[src/rtl/envelope_controller.sv]
// ADSR envelope controller: latches note parameters for the tone generator and
// steps the amplitude through attack/decay/sustain/release on env_tick strobes.
module envelope_controller #(
    parameter int STEP_W = 8
) (
    input  logic              clk,
    input  logic              rst,
    input  logic              note_on,
    input  logic              note_off,
    input  logic [15:0]       note_freq,
    input  logic [1:0]        note_waveform,
    input  logic [11:0]       note_pulse_width,
    input  logic              env_tick,
    input  logic [STEP_W-1:0] attack_step,
    input  logic [STEP_W-1:0] decay_step,
    input  logic [STEP_W-1:0] release_step,
    input  logic [STEP_W-1:0] sustain_level,
    output logic [15:0]       tone_freq,
    output logic [1:0]        waveform_select,
    output logic [11:0]       pulse_width,
    output logic [STEP_W-1:0] amplitude,
    output logic [2:0]        state,
    output logic              active
);

    typedef enum logic [2:0] {
        IDLE    = 3'd0,
        ATTACK  = 3'd1,
        DECAY   = 3'd2,
        SUSTAIN = 3'd3,
        RELEASE = 3'd4
    } state_t;

    localparam logic [STEP_W:0] MAX_W = {1'b0, {STEP_W{1'b1}}};

    state_t            state_q, state_d;
    logic [STEP_W-1:0] amp_q, amp_d;
    logic [15:0]       freq_q, freq_d;
    logic [1:0]        wave_q, wave_d;
    logic [11:0]       pw_q, pw_d;

    logic [STEP_W:0]   att_sum;
    logic [STEP_W-1:0] att_amp;
    logic [STEP_W-1:0] dec_floor;
    logic [STEP_W-1:0] dec_amp;
    logic [STEP_W-1:0] rel_amp;

    // Candidate amplitudes per phase; a zero step means jump straight to the target.
    always_comb begin
        att_sum = {1'b0, amp_q} + {1'b0, attack_step};
        if (attack_step == '0 || att_sum > MAX_W) begin
            att_amp = '1;
        end else begin
            att_amp = att_sum[STEP_W-1:0];
        end

        if (decay_step == '0 || amp_q < decay_step) begin
            dec_floor = '0;
        end else begin
            dec_floor = amp_q - decay_step;
        end
        dec_amp = (dec_floor > sustain_level) ? dec_floor : sustain_level;

        if (release_step == '0 || amp_q <= release_step) begin
            rel_amp = '0;
        end else begin
            rel_amp = amp_q - release_step;
        end
    end

    always_comb begin
        state_d = state_q;
        amp_d   = amp_q;
        freq_d  = freq_q;
        wave_d  = wave_q;
        pw_d    = pw_q;

        if (state_q > RELEASE) begin
            state_d = IDLE;
            amp_d   = '0;
        end else if (note_on) begin
            // Retrigger keeps the current amplitude so the attack starts click-free.
            state_d = ATTACK;
            freq_d  = note_freq;
            wave_d  = note_waveform;
            pw_d    = note_pulse_width;
        end else if (note_off && (state_q == ATTACK || state_q == DECAY ||
                                  state_q == SUSTAIN)) begin
            state_d = RELEASE;
        end else if (env_tick) begin
            case (state_q)
                ATTACK: begin
                    amp_d = att_amp;
                    if (att_amp == '1) state_d = DECAY;
                end
                DECAY: begin
                    amp_d = dec_amp;
                    if (dec_amp == sustain_level) state_d = SUSTAIN;
                end
                SUSTAIN: amp_d = sustain_level;
                RELEASE: begin
                    amp_d = rel_amp;
                    if (rel_amp == '0) state_d = IDLE;
                end
                default: ;
            endcase
        end
    end

    always_ff @(posedge clk or posedge rst) begin
        if (rst) begin
            state_q <= IDLE;
            amp_q   <= '0;
            freq_q  <= '0;
            wave_q  <= '0;
            pw_q    <= '0;
        end else begin
            state_q <= state_d;
            amp_q   <= amp_d;
            freq_q  <= freq_d;
            wave_q  <= wave_d;
            pw_q    <= pw_d;
        end
    end

    assign tone_freq       = freq_q;
    assign waveform_select = wave_q;
    assign pulse_width     = pw_q;
    assign amplitude       = amp_q;
    assign state           = state_q;
    assign active          = (state_q != IDLE);

endmodule

[config.mk]
export PLATFORM = sky130hd
export DESIGN_NAME = envelope_controller
export DESIGN_NICKNAME = d
export VERILOG_FILES = /design/src/rtl/envelope_controller.sv
export SDC_FILE = /design/constraint.sdc
export NUM_CORES = 1
export LEC_CHECK = 0
export ABC_CLOCK_PERIOD_IN_PS = 3700
export CAP_MARGIN = 20
export CORE_AREA = 5 5 97 99
export DETAILED_ROUTE_END_ITERATION = 16
export DIE_AREA = 0 0 102 104
export PLACE_DENSITY_LB_ADDON = 0.15
export SYNTH_ARGS = -nofsm -noshare
export SYNTH_HDL_FRONTEND = slang
export SYNTH_SLANG_ARGS = --single-unit
[constraint.sdc]
create_clock -name clk -period 3.7 [get_ports clk]
set_clock_uncertainty 0.15 [all_clocks]
set_input_delay 0.37 -clock clk [delete_from_list [all_inputs] [get_ports clk]]
set_output_delay 0.37 -clock clk [all_outputs]
set_load 0.05 [all_outputs]
After elaboration in Yosys (flattened, before gate mapping) --
Index checks and enable logic that the tools add are counted.
Operators by class: equality and inequality tests 11, magnitude comparators 5, bitwise gates (word level) 1, mux-type cells 17, reduce and logical (&&, ||, !) cells 18, $add $sub $neg 3
Operators with widths (number):
- $mux W8 | 8
- $logic_not A8 Y1 | 4
- $pmux W8 S4 | 1
- $mux W3 | 7
- $sub A8 B8 Y8 | 2
- $ne A5 B3 Y1 const B | 2
- $add A8 B8 Y9 | 1
- $gt A9 B8 Y1 const B | 1
- $pmux W3 S3 | 1
- $eq A8 B8 Y1 | 1
- $eq A8 B8 Y1 const B | 1
- $gt A8 B8 Y1 | 1
- $le A8 B8 Y1 | 1
- $lt A8 B8 Y1 | 1
- $eq A3 B2 Y1 const B | 2
- $reduce_bool A6 Y1 | 1
- $logic_or A1 B1 Y1 | 5
- $ne A5 B5 Y1 const B | 1
- $reduce_and A5 Y1 | 1
- $reduce_bool A5 Y1 | 1
- $reduce_and A4 Y1 | 1
- $reduce_bool A4 Y1 | 1
- $eq A3 B1 Y1 const B | 1
- $eq A3 B3 Y1 const B | 1
- 8 further kinds | 8
Storage, ports and cells: input port bits 67, flip-flop bits (word level) 41, output and inout port bits 42

Logic depth before layout (Yosys ltp) --
Gate-level depths: netlist (run 1).
depth after elaboration 12, depth in mapped cells 18, gate-level depth less buffers 17

Least setup slack after synthesis (run 1) --
No wires, ideal clock.
kind register -> register, from reg amp_q[0], in the netlist amplitude[0], to reg amp_q[1], in the netlist amplitude[1], required time 3.428 ns, data arrival time 3.979 ns, cell stages (with the launch flop) 19, path slack -0.551 ns, cell sequence dfrtp_1 -> inv_1 -> ha_1 -> inv_1 -> fa_1 -> a21o_1 -> a221oi_2 -> a211oi_1 -> and2_1 -> ha_1 -> nor2b_1 -> o21a_1 -> o21a_1 -> o21ai_1 -> and2_1 -> clkbuf_1 -> mux2i_1 -> o22ai_1 -> a32o_1
On the way: word-level cells in the longest chain between the ends 10
RTL lines:
- start, declared | line 37 | logic [STEP_W-1:0] amp_q, amp_d;
- start signal, assigned | line 119 | amp_q <= amp_d;
- $lt A8 B8 Y1 | line 57 | if (decay_step == '0 || amp_q < decay_step) begin
- $logic_or A1 B1 Y1 | line 57
- $mux W8 | line 57
- $gt A8 B8 Y1 | line 62 | dec_amp = (dec_floor > sustain_level) ? dec_floor : sustain_level;
- $mux W8 | line 62
- $pmux W8 S4 * | line 91 | case (state_q)
- $mux W8 * | line 90 | end else if (env_tick) begin
- $mux W8 * | line 87 | end else if (note_off && (state_q == ATTACK || state_q == DECAY ||
- $mux W8 * | line 81 | end else if (note_on) begin
- $mux W8 * | line 78 | if (state_q > RELEASE) begin
Every way passes the cells marked *; elsewhere a longest branch is shown, timed or not. The select of a mux whose other input is x is not followed. A chain may end at the register's enable or synchronous reset.

Worst setup path after layout (run 1) --
Same ends and word-level chain as after synthesis.

==> out/results.ini, run 1 <==
[finish]
nets = 646
final_cell_count_no_fill = 652
finalInstanceArea_um2 = 5320
final_layout_size_suffix_gt1_share_pct = 23.5
antenna_cells = 0
syn_to_final_growth_pct = 51.7

[route]
firstDrtPassIters = 4
antenna_left = 0
drc = 0
wirelength_um = 11200
viasPerCell = 5.51
vias = 3595
wire_per_inst_um = 17.1
drt_iter0_drc = 291

[synthesis]
synth.largest_area_cell = dfrtp_1
synth_warnings = 0
synth.distinct_cells = 66
synth_top_flop_cell = dfrtp_1
synth_area_per_cell_um2 = 9.15
yosysMostFrequentCell = dfrtp_1
postSynthCellCount = 383
syn-num-nets = 485
synth.area.top_cells = dfrtp_1 29%, ha_1 11%, mux2_2 9.6%
synthArstFlopShare_pct = 100
ys_ff_latch = 41
synth_seq_area_share_pct = 29.3
syn_area_um2 = 3510
synth-edff-count = 0
synth_common_cells = 41 x dfrtp_1, 37 x inv_1, 32 x ha_1
yosysTopAreaCellShare_pct = 29.3

[setup_path]
r2r-start = amplitude[0]
crit_type = reg -> reg
crit_chain = inv_2 > ha_4 > inv_2 > fa_2 > a21o_1 > a221oi_4 > a211oi_2 > and2_4 > ha_4 > nor2b_1 > o21a_1 > o21a_1 > o21ai_2 > and2_4 > mux2i_1 > o22ai_1 > a32o_1
cp.required_ps = 3740
crit_arrival_ps = 3770
crit_end = amplitude[1]
start_kind = flip-flop
max_stage_delay_ps = 440
r2r_end = amplitude[1]
r2r_setup_slack_ps = -30
critPathMaxFanout = 4
crit_path_top_delay_cell = dfrtp_2
crit_path_end_kind = flip-flop
r2r_cells = 17
crit_path_start = amplitude[0]

[sta]
setup_tns_ps = -90.1
worstMarginPinSlew_ps = 624
finalHoldViolCount = 0
rsz0062_at_grt = yes
worst_slack_ps = -31.7
max_freq_ghz = 0.268
setup_viol = 5
slew_violations = 0
finalCritPeriodShare_pct = 101
maxSlewHeadroom_pct = 58.4
fin_crit_ps = 3730

[min_path]
hp-class = in -> async

[place]
hpwl_um = 9070
place_area_um2 = 5100
io_buffers = 108
dp_cells = 638
gp_congestion = 0.925
pre_cts_slack_ps = -547

[clock_network]
htreeDepth = 2
clockBufferDepth = 2
cts_tree = built
numClockSinks = 41
cts.clk_slew.worst_paths_ps = 80
cts_root_buf = clkbuf_8
clock_latency_ps = 290
cts-buffers-inserted = 5
cts_hold_buf = 0

[floorplan]
dieArea_um2 = 10600
core_um2 = 8470
io_pins = 109
die_w_um = 102
die_height_um = 104
num_rows = 34
start_util_pct = 41.4

[global_routing]
overflow = 0
grt_max_degree = 31
grt_pass1_wl_um = 17600
grt_use_total_pct = 20.5
grt_pass1_vias = 3485
antenna_found_initial = 0

[run_status]
status = finished, violations left
violations = negative setup slack

[flow_run]
max_cap_violations = 0

[power]
pwr_density_cell_nw_per_um2 = 850
p_leak_nw = 2.34
vdd_drop_max_mv = 0.510

## critical path, delay by kind of cell, from the launching register on
family / cells / cell delay (ps)
buf+inv: 2 / 110
simple gates: 3 / 510
mux: 1 / 180
fa+ha+maj: 3 / 670
flops: 1 / 440
compound gates: 8 / 1560
## report_power, final
group	switching [mW]	internal [mW]	leakage, nW
clock network	0.163	0.196	0.0540
logic	1.90	1.51	1.80
registers	0.145	0.604	0.484
## registers in the layout, indices dropped and copies added (netlist names)
| signal | flops |
|---|---|
| amplitude | 8 |
| pulse_width | 12 |
| waveform_select | 2 |
| tone_freq | 16 |
| state | 3 |
## worst min-delay path by stage
| stage | slack (ps) | start | cells past startpoint | to |
|---|---|---|---|---|
| detailed placement | 340 | pulse_width[3] | 1 | pulse_width[3] |
| global route | 150 | rst | 2 | waveform_select[1] |
| CTS | 360 | pulse_width[3] | 1 | pulse_width[3] |
| finish | 150 | rst | 2 | tone_freq[13] |
| global placement | 340 | tone_freq[11] | 1 | tone_freq[11] |
| floorplan | 370 | note_pulse_width[10] | 1 | pulse_width[10] |
## placed cells by master, fill, tap and decap left out, types with 3 or more instances in the layout
cell / instances
a211oi_1: 7
a211oi_2: 3
a21o_1: 5
a21oi_1: 24
a21oi_2: 4
a31oi_1: 3
and3_1: 3
buf_4: 54
clkbuf_8: 5
clkdlybuf4s50_1: 107
dfrtp_1: 40
ha_1: 29
ha_4: 3
inv_1: 34
inv_2: 4
mux2_2: 30
mux2i_1: 5
nand2_1: 17
nand2b_1: 4
nand4_1: 7
nor2_1: 18
nor2b_1: 7
nor3_1: 8
nor4_1: 6
o2111ai_1: 4
o211ai_1: 3
o21a_1: 9
o21ai_0: 15
o21ai_1: 10
o22a_1: 7
o31a_1: 3
xnor2_1: 9
## timing repair
action,CTS,global route
setup buffers,1,5
resized for setup,3,7
pin swaps,4,13
setup endpoints to repair,9,9
## final cells by class
cell class / count / area (µm²)
fillers: 719 / 3150
multi-input cells: 294 / 2390
repair buffers: 163 / 1510
flip-flops and latches: 41 / 1030
inverters: 39 / 148
well taps: 108 / 135
clock buffers: 5 / 68.8
clock inverters: 2 / 35.0
## per-stage QoR
step	utilization, %	hold slack [ps]	power, mW
after floorplan	-	370	2.86
after global placement	60.3	335	3.98
after detailed placement	60.3	342	4.03
after CTS	61.6	360	4.43
after global routing	62.8	149	4.82
final	62.8	150	4.52
## cells by family after synthesis
| logic type | after synthesis | synth area share [%] |
|---|---|---|
| buffers and inverters | 48 | 5.28 |
| adder cells (fa/ha/maj) | 35 | 13.1 |
| AO/OA/AOI/OAI | 119 | 23.4 |
| XOR/XNOR | 11 | 2.75 |
| multiplexers | 36 | 11.5 |
| AND/OR/NAND/NOR | 93 | 14.6 |
| flip-flops | 41 | 29.3 |
## layer usage
metal / share of wire (%) / GRT usage [%]
met3: 6.1 / 3.55
met2: 48 / 33.8
met5: 0 / 0
met4: 0.69 / 3.00
met1: 45 / 28.5
Note: power is estimated with default switching activity, not from simulation.
==> run 2, diff against run 1 <==
==> config.mk (replaced) <==
export PLATFORM = sky130hd
export DESIGN_NAME = envelope_controller
export DESIGN_NICKNAME = d
export VERILOG_FILES = /design/src/rtl/envelope_controller.sv
export SDC_FILE = /design/constraint.sdc
export NUM_CORES = 1
export LEC_CHECK = 0
export ABC_CLOCK_PERIOD_IN_PS = 4500
export CAP_MARGIN = 20
export CORE_AREA = 5 5 89 91
export DETAILED_ROUTE_END_ITERATION = 16
export DIE_AREA = 0 0 94 96
export PLACE_DENSITY = 0.86
export SYNTH_ARGS = -nofsm -noshare
export SYNTH_HDL_FRONTEND = slang
export SYNTH_SLANG_ARGS = --single-unit
==> constraint.sdc (replaced) <==
create_clock -name clk -period 4.5 [get_ports clk]
set_clock_uncertainty 0.15 [all_clocks]
set_input_delay 0.45 -clock clk [delete_from_list [all_inputs] [get_ports clk]]
set_output_delay 0.45 -clock clk [all_outputs]
set_load 0.05 [all_outputs]
==> out/results.ini, run 2 (same netlist as run 1, synthesis figures left out) <==
[setup_path]
start_kind = primary input
crit_type = in -> reg
crit_chain = clkdlybuf4s50_1 > ha_1 > inv_1 > fa_1 > a21o_1 > a221oi_4 > a211oi_1 > and2_1 > ha_1 > nor2b_1 > o21a_1 > o21a_1 > o21ai_1 > and2_1 > buf_4 > mux2i_1 > o22a_1 > o21ai_1
r2r-start = amplitude[0]
cp.required_ps = 4530  ; +790 ps
crit_buf_inv = 3  ; +1
crit_arrival_ps = 4210  ; +440 ps
r2r_end = amplitude[3]
cpLargestDelayFamily = compound AO/OA/AOI/OAI gates
critPathMaxFanout = 4  ; unchanged
crit_path_end_kind = flip-flop
crit_path_top_delay_cell = clkdlybuf4s50_1
r2r_setup_slack_ps = 410  ; +440 ps
r2r_cells = 18  ; +1
max_stage_delay_ps = 480  ; +40 ps

[route]
drc = 0  ; unchanged
drt_iter0_drc = 269  ; -7.6%
wire_per_inst_um = 18.0  ; +5.0%
firstDrtPassIters = 4  ; unchanged
viasPerCell = 5.81  ; +5.3%
antenna_left = 0  ; unchanged
wirelength_um = 10700  ; -4.2%
vias = 3456  ; -3.9%

[global_routing]
grt_max_degree = 42  ; +35%
overflow = 0  ; unchanged
grt_pass1_vias = 3616  ; +3.8%
antenna_found_initial = 0  ; unchanged
grt_use_total_pct = 23.9  ; +3.4 points
grt_pass1_wl_um = 17200  ; -2.2%

[clock_network]
clockBufferDepth = 2  ; unchanged
clock_latency_ps = 300  ; about the same
post_cts_buffers = 0  ; -1
cts.clk_slew.worst_paths_ps = 80  ; about the same
cts_root_buf = clkbuf_8
htreeDepth = 2  ; unchanged
cts-buffers-inserted = 5  ; unchanged
numClockSinks = 41  ; unchanged
cts_tree = built

[sta]
worstMarginPinSlew_ps = 802  ; +177 ps
setup_viol = 0  ; -5
maxSlewHeadroom_pct = 46.5  ; -12 points
max_freq_ghz = 0.239
fin_crit_ps = 4180
finalCritPeriodShare_pct = 92.9
finalHoldViolCount = 0  ; unchanged
rsz0062_at_grt = no
setup_tns_ps = 0  ; +90.1 ps
slew_violations = 0  ; unchanged
whs_ps = 361  ; +211 ps

[finish]
largest_reg_flops = 16  ; unchanged
final_cell_mix = 108 x clkdlybuf4s50_1, 41 x dfrtp_1, 37 x inv_1
ff_latch_area_um2 = 1030  ; -0.12%
final_layout_size_suffix_gt1_share_pct = 12.3  ; -11 points
nFillCells = 548  ; -24%
syn_to_final_growth_pct = 38.7
finish.utilization_pct = 68.9  ; +6.0 points
layout_commonest_cell = clkdlybuf4s50_1
multi_input_area_um2 = 2310  ; -3.6%
antenna_cells = 0  ; unchanged
nets = 598  ; -7.4%

[floorplan]
core_um2 = 7060  ; -17%
num_rows = 31  ; -8.8%
die_height_um = 96  ; -7.7%
io_pins = 109  ; unchanged
dieArea_um2 = 9020  ; -15%
start_util_pct = 49.7  ; +8.3 points
die_w_um = 94  ; -7.8%

[place]
gp_congestion = 1.01  ; +8.8%
hpwl_um = 8690  ; -4.2%
io_buffers = 108  ; unchanged

[power]
vdd_drop_max_mv = 0.410  ; -20%
pwr_density_cell_nw_per_um2 = 689  ; -19%
p_leak_nw = 2.11  ; -9.9%

[min_path]
min_to = tone_freq[1]
hp-class = reg -> reg
min_from = tone_freq[1]
hold_depth = 1

[run_status]
status = completed

[flow_run]
max_cap_violations = 0  ; unchanged

[run 2: cell count changes in the layout (fill, tap and decap cells not counted), sizes merged]
cell	change
dlygate4sd2	-1
clkdlybuf4s50	+1
buf	-48
[run 2: metal layers]
layer | routed length, µm | global-route usage (%)
met5 | 0 | 0
met4 | 174 | 7.94
met3 | 604 | 4.46
met2 | 5590 | 42.9
met1 | 4340 | 28.7
[run 2: area by class of cell]
class,count,area share (%)
well taps,99,2.55
flip-flops and latches,41,21.1
multi-input cells,294,47.4
clock buffers,5,1.42
inverters,39,3.04
clock inverters,2,0.721
repair buffers,115,23.7
[run 2: worst register-to-register path, stage by stage, from the launching register on]
cell,delay (ps)
dfrtp_1,420
inv_1,120
ha_1,170
inv_1,60
fa_1,400
a21o_1,220
a221oi_4,300
a211oi_1,160
and2_1,230
ha_1,290
nor2b_1,130
o21a_1,160
o21a_1,160
o21ai_1,180
and2_1,230
buf_4,160
mux2i_1,210
o22a_1,170
o21ai_1,70
[run 2: timing repair]
item                       4_1_cts  5_1_grt
hold buffers                     0        0
resized for setup                0        1
setup endpoints to repair        0        1
[run 2: worst max-delay path by stage]
stage                       start           end  cells past startpoint
global placement    decay_step[0]  amplitude[4]                     18
floorplan            amplitude[0]  amplitude[1]                     18
global route        decay_step[0]  amplitude[3]                     18
finish              decay_step[0]  amplitude[3]                     18
detailed placement  decay_step[0]  amplitude[3]                     18
CTS                 decay_step[0]  amplitude[3]                     18
[run 2: through the flow]
step	power, mW	cell area (µm²)	worst slack (ps)	std cells
after floorplan	2.29	3510	249	383
after global placement	2.94	4720	142	587
after detailed placement	3.02	4750	-58.7	588
after CTS	3.32	4850	243	595
after global routing	3.56	4860	77.5	595
final	3.35	4860	318	595
[run 2: power breakdown]
group / internal, mW / switching [mW]
Clock: 0.161 / 0.126
Sequential: 0.496 / 0.152
Combinational: 0.969 / 1.45
Total: 1.63 / 1.72
==> run 3, diff against run 2 <==
--- a/config.mk
+++ b/config.mk
@@ -7,10 +7,10 @@
 export LEC_CHECK = 0
 export ABC_CLOCK_PERIOD_IN_PS = 4500
 export CAP_MARGIN = 20
-export CORE_AREA = 5 5 89 91
+export CORE_AREA = 5 5 90 113
 export DETAILED_ROUTE_END_ITERATION = 16
-export DIE_AREA = 0 0 94 96
-export PLACE_DENSITY = 0.86
+export DIE_AREA = 0 0 95 118
+export PLACE_DENSITY = 0.7
 export SYNTH_ARGS = -nofsm -noshare
 export SYNTH_HDL_FRONTEND = slang
 export SYNTH_SLANG_ARGS = --single-unit
==> out/results.ini, run 3 (same netlist as run 1, synthesis figures left out) <==
[flow_run]
max_cap_violations = 0  ; unchanged

[clock_network]
cts_tree = built
cts-buffers-inserted = 5  ; unchanged
clockBufferDepth = 2  ; unchanged
clock_latency_ps = 280  ; -20 ps
numClockSinks = 41  ; unchanged
cts.clk_slew.worst_paths_ps = 60  ; -20 ps
cts_hold_buf = 0  ; unchanged
cts_root_buf = clkbuf_16
post_cts_buffers = 0  ; unchanged
htreeDepth = 2  ; unchanged

[setup_path]
crit_arrival_ps = 4310  ; +100 ps
r2r_cells = 18  ; unchanged
r2r_end = amplitude[4]
cp.required_ps = 4520  ; about the same
start_kind = primary input
crit_type = in -> reg
r2r-start = amplitude[0]
r2r_setup_slack_ps = 320  ; -90 ps
critPathMaxFanout = 4  ; unchanged
crit_path_end_kind = flip-flop

[sta]
max_freq_ghz = 0.233  ; -2.6%
finalHoldViolCount = 0  ; unchanged
worstMarginPinSlew_ps = 787  ; -14.5 ps
finalCritPeriodShare_pct = 95.4  ; +2.4 points
setup_viol = 0  ; unchanged
maxSlewHeadroom_pct = 47.5  ; +0.97 points
fin_crit_ps = 4290  ; +110 ps
rsz0062_at_grt = no
slew_violations = 0  ; unchanged

[finish]
nets = 600  ; +0.33%
syn_to_final_growth_pct = 40.8
final_cell_count_no_fill = 621  ; +4.4%
layout_commonest_cell = clkdlybuf4s50_1
finish.utilization_pct = 55.0  ; -14 points
final_layout_size_suffix_gt1_share_pct = 12.9  ; +0.55 points
final_cell_mix = 108 x clkdlybuf4s50_1, 41 x dfrtp_1, 37 x inv_1
antenna_cells = 0  ; unchanged
largest_reg_flops = 16  ; unchanged

[power]
p_leak_nw = 2.13  ; +1.2%
pwr_density_cell_nw_per_um2 = 698  ; +1.2%
vdd_drop_max_mv = 0.400  ; -2.3%

[global_routing]
grt_busiest_layer = met2
grt_use_total_pct = 19.1  ; -4.8 points
overflow = 0  ; unchanged
gr-usage-met1_pct = 21.3  ; -7.4 points
use_met3_pct = 7.03  ; +2.6 points
gr-usage-met2_pct = 33.0  ; -9.9 points
grt_pass1_wl_um = 17200  ; -0.32%
grt_max_degree = 42  ; unchanged
antenna_found_initial = 0  ; unchanged
grt_pass1_vias = 3614  ; -0.055%

[floorplan]
dieArea_um2 = 11200  ; +24%
die_height_um = 118  ; +23%
num_rows = 39  ; +26%
io_pins = 109  ; unchanged
start_util_pct = 39.0  ; -11 points
die_w_um = 95  ; +1.1%
core_um2 = 8980  ; +27%

[place]
io_buffers = 108  ; unchanged
hpwl_um = 8590  ; -1.1%
gp_congestion = 0.915  ; -9.1%
dp_cells = 614  ; +4.4%

[route]
drt_iter0_drc = 154  ; -43%
firstDrtPassIters = 4  ; unchanged
viasPerCell = 5.52  ; -5.0%
wire_per_inst_um = 17.0  ; -5.4%
wirelength_um = 10600  ; -1.2%
drc = 0  ; unchanged
vias = 3428  ; -0.81%
antenna_left = 0  ; unchanged

[min_path]
hold_depth = 1  ; unchanged
min_from = tone_freq[4]
hp-class = reg -> reg
min_to = tone_freq[4]

[run_status]
status = completed

==> run 3: cell count changes in the layout (fill, tap and decap cells not counted) <==
cell	change
o31ai_1	-1
clkbuf_16	+5
a221oi_4	-1
buf_4	+3
clkbuf_8	-5
a221oi_2	+1
o31ai_2	+1
buf_16	-1
==> run 3: worst max-delay path by stage <==
| stage | start | slack [ps] | to | depth (start not counted) |
|---|---|---|---|---|
| CTS | decay_step[0] | 290 | amplitude[4] | 18 |
| global route | decay_step[0] | 20 | amplitude[4] | 18 |
| finish | decay_step[0] | 210 | amplitude[4] | 18 |
| detailed placement | decay_step[0] | -5 | amplitude[4] | 18 |
| global placement | decay_step[0] | 100 | amplitude[3] | 18 |
| floorplan | amplitude[0] | 250 | amplitude[1] | 18 |
==> run 3: power breakdown <==
part | total, mW | internal [mW] | switching [mW]
combinational | 2.40 | 0.969 | 1.43
sequential | 0.650 | 0.497 | 0.153
clock | 0.398 | 0.257 | 0.141
==> run 3: layout make-up <==
type / instances / area (µm²)
sequential: 41 / 1030
inverter: 39 / 148
clock buffer: 5 / 125
clock inverter: 2 / 35.0
fill: 836 / 4040
timing repair buffer: 117 / 1150
tap: 123 / 154
multi-input combinational: 294 / 2300
==> run 3: metal layers <==
layer,up-vias,part of all wire [%]
met3,22,8.6
met2,135,50
li1,1656,-
met5,-,0
met1,1615,39
met4,0,2.3
==> run 3: critical path, stage by stage <==
cell             delay (ps)
clkdlybuf4s50_1         490
ha_1                    170
inv_1                    50
fa_1                    400
a21o_1                  200
a221oi_2                380
a211oi_1                210
and2_1                  240
ha_1                    300
nor2b_1                 130
o21a_1                  160
o21a_1                  160
o21ai_1                 150
and2_1                  240
buf_4                   160
mux2i_1                 190
o22a_1                  160
o21ai_1                  60
==> run 3: stage by stage <==
step	hold slack [ps]	TNS (ps)	cell area, µm²	power [mW]	setup slack (ps)
after global routing	380	0	4940	3.69	19.1
after floorplan	450	0	3510	2.29	249
after detailed placement	342	-4.97	4770	3.03	-4.80
after global placement	337	0	4770	2.99	104
after CTS	358	0	4930	3.45	288
final	353	0	4940	3.44	208
==> run 3: repair_timing <==
| action | in CTS | in global routing |
|---|---|---|
| endpoints found under the setup margin | 0 | 1 |
| endpoints found under the hold margin | 0 | 0 |
| resized for setup | 0 | 1 |
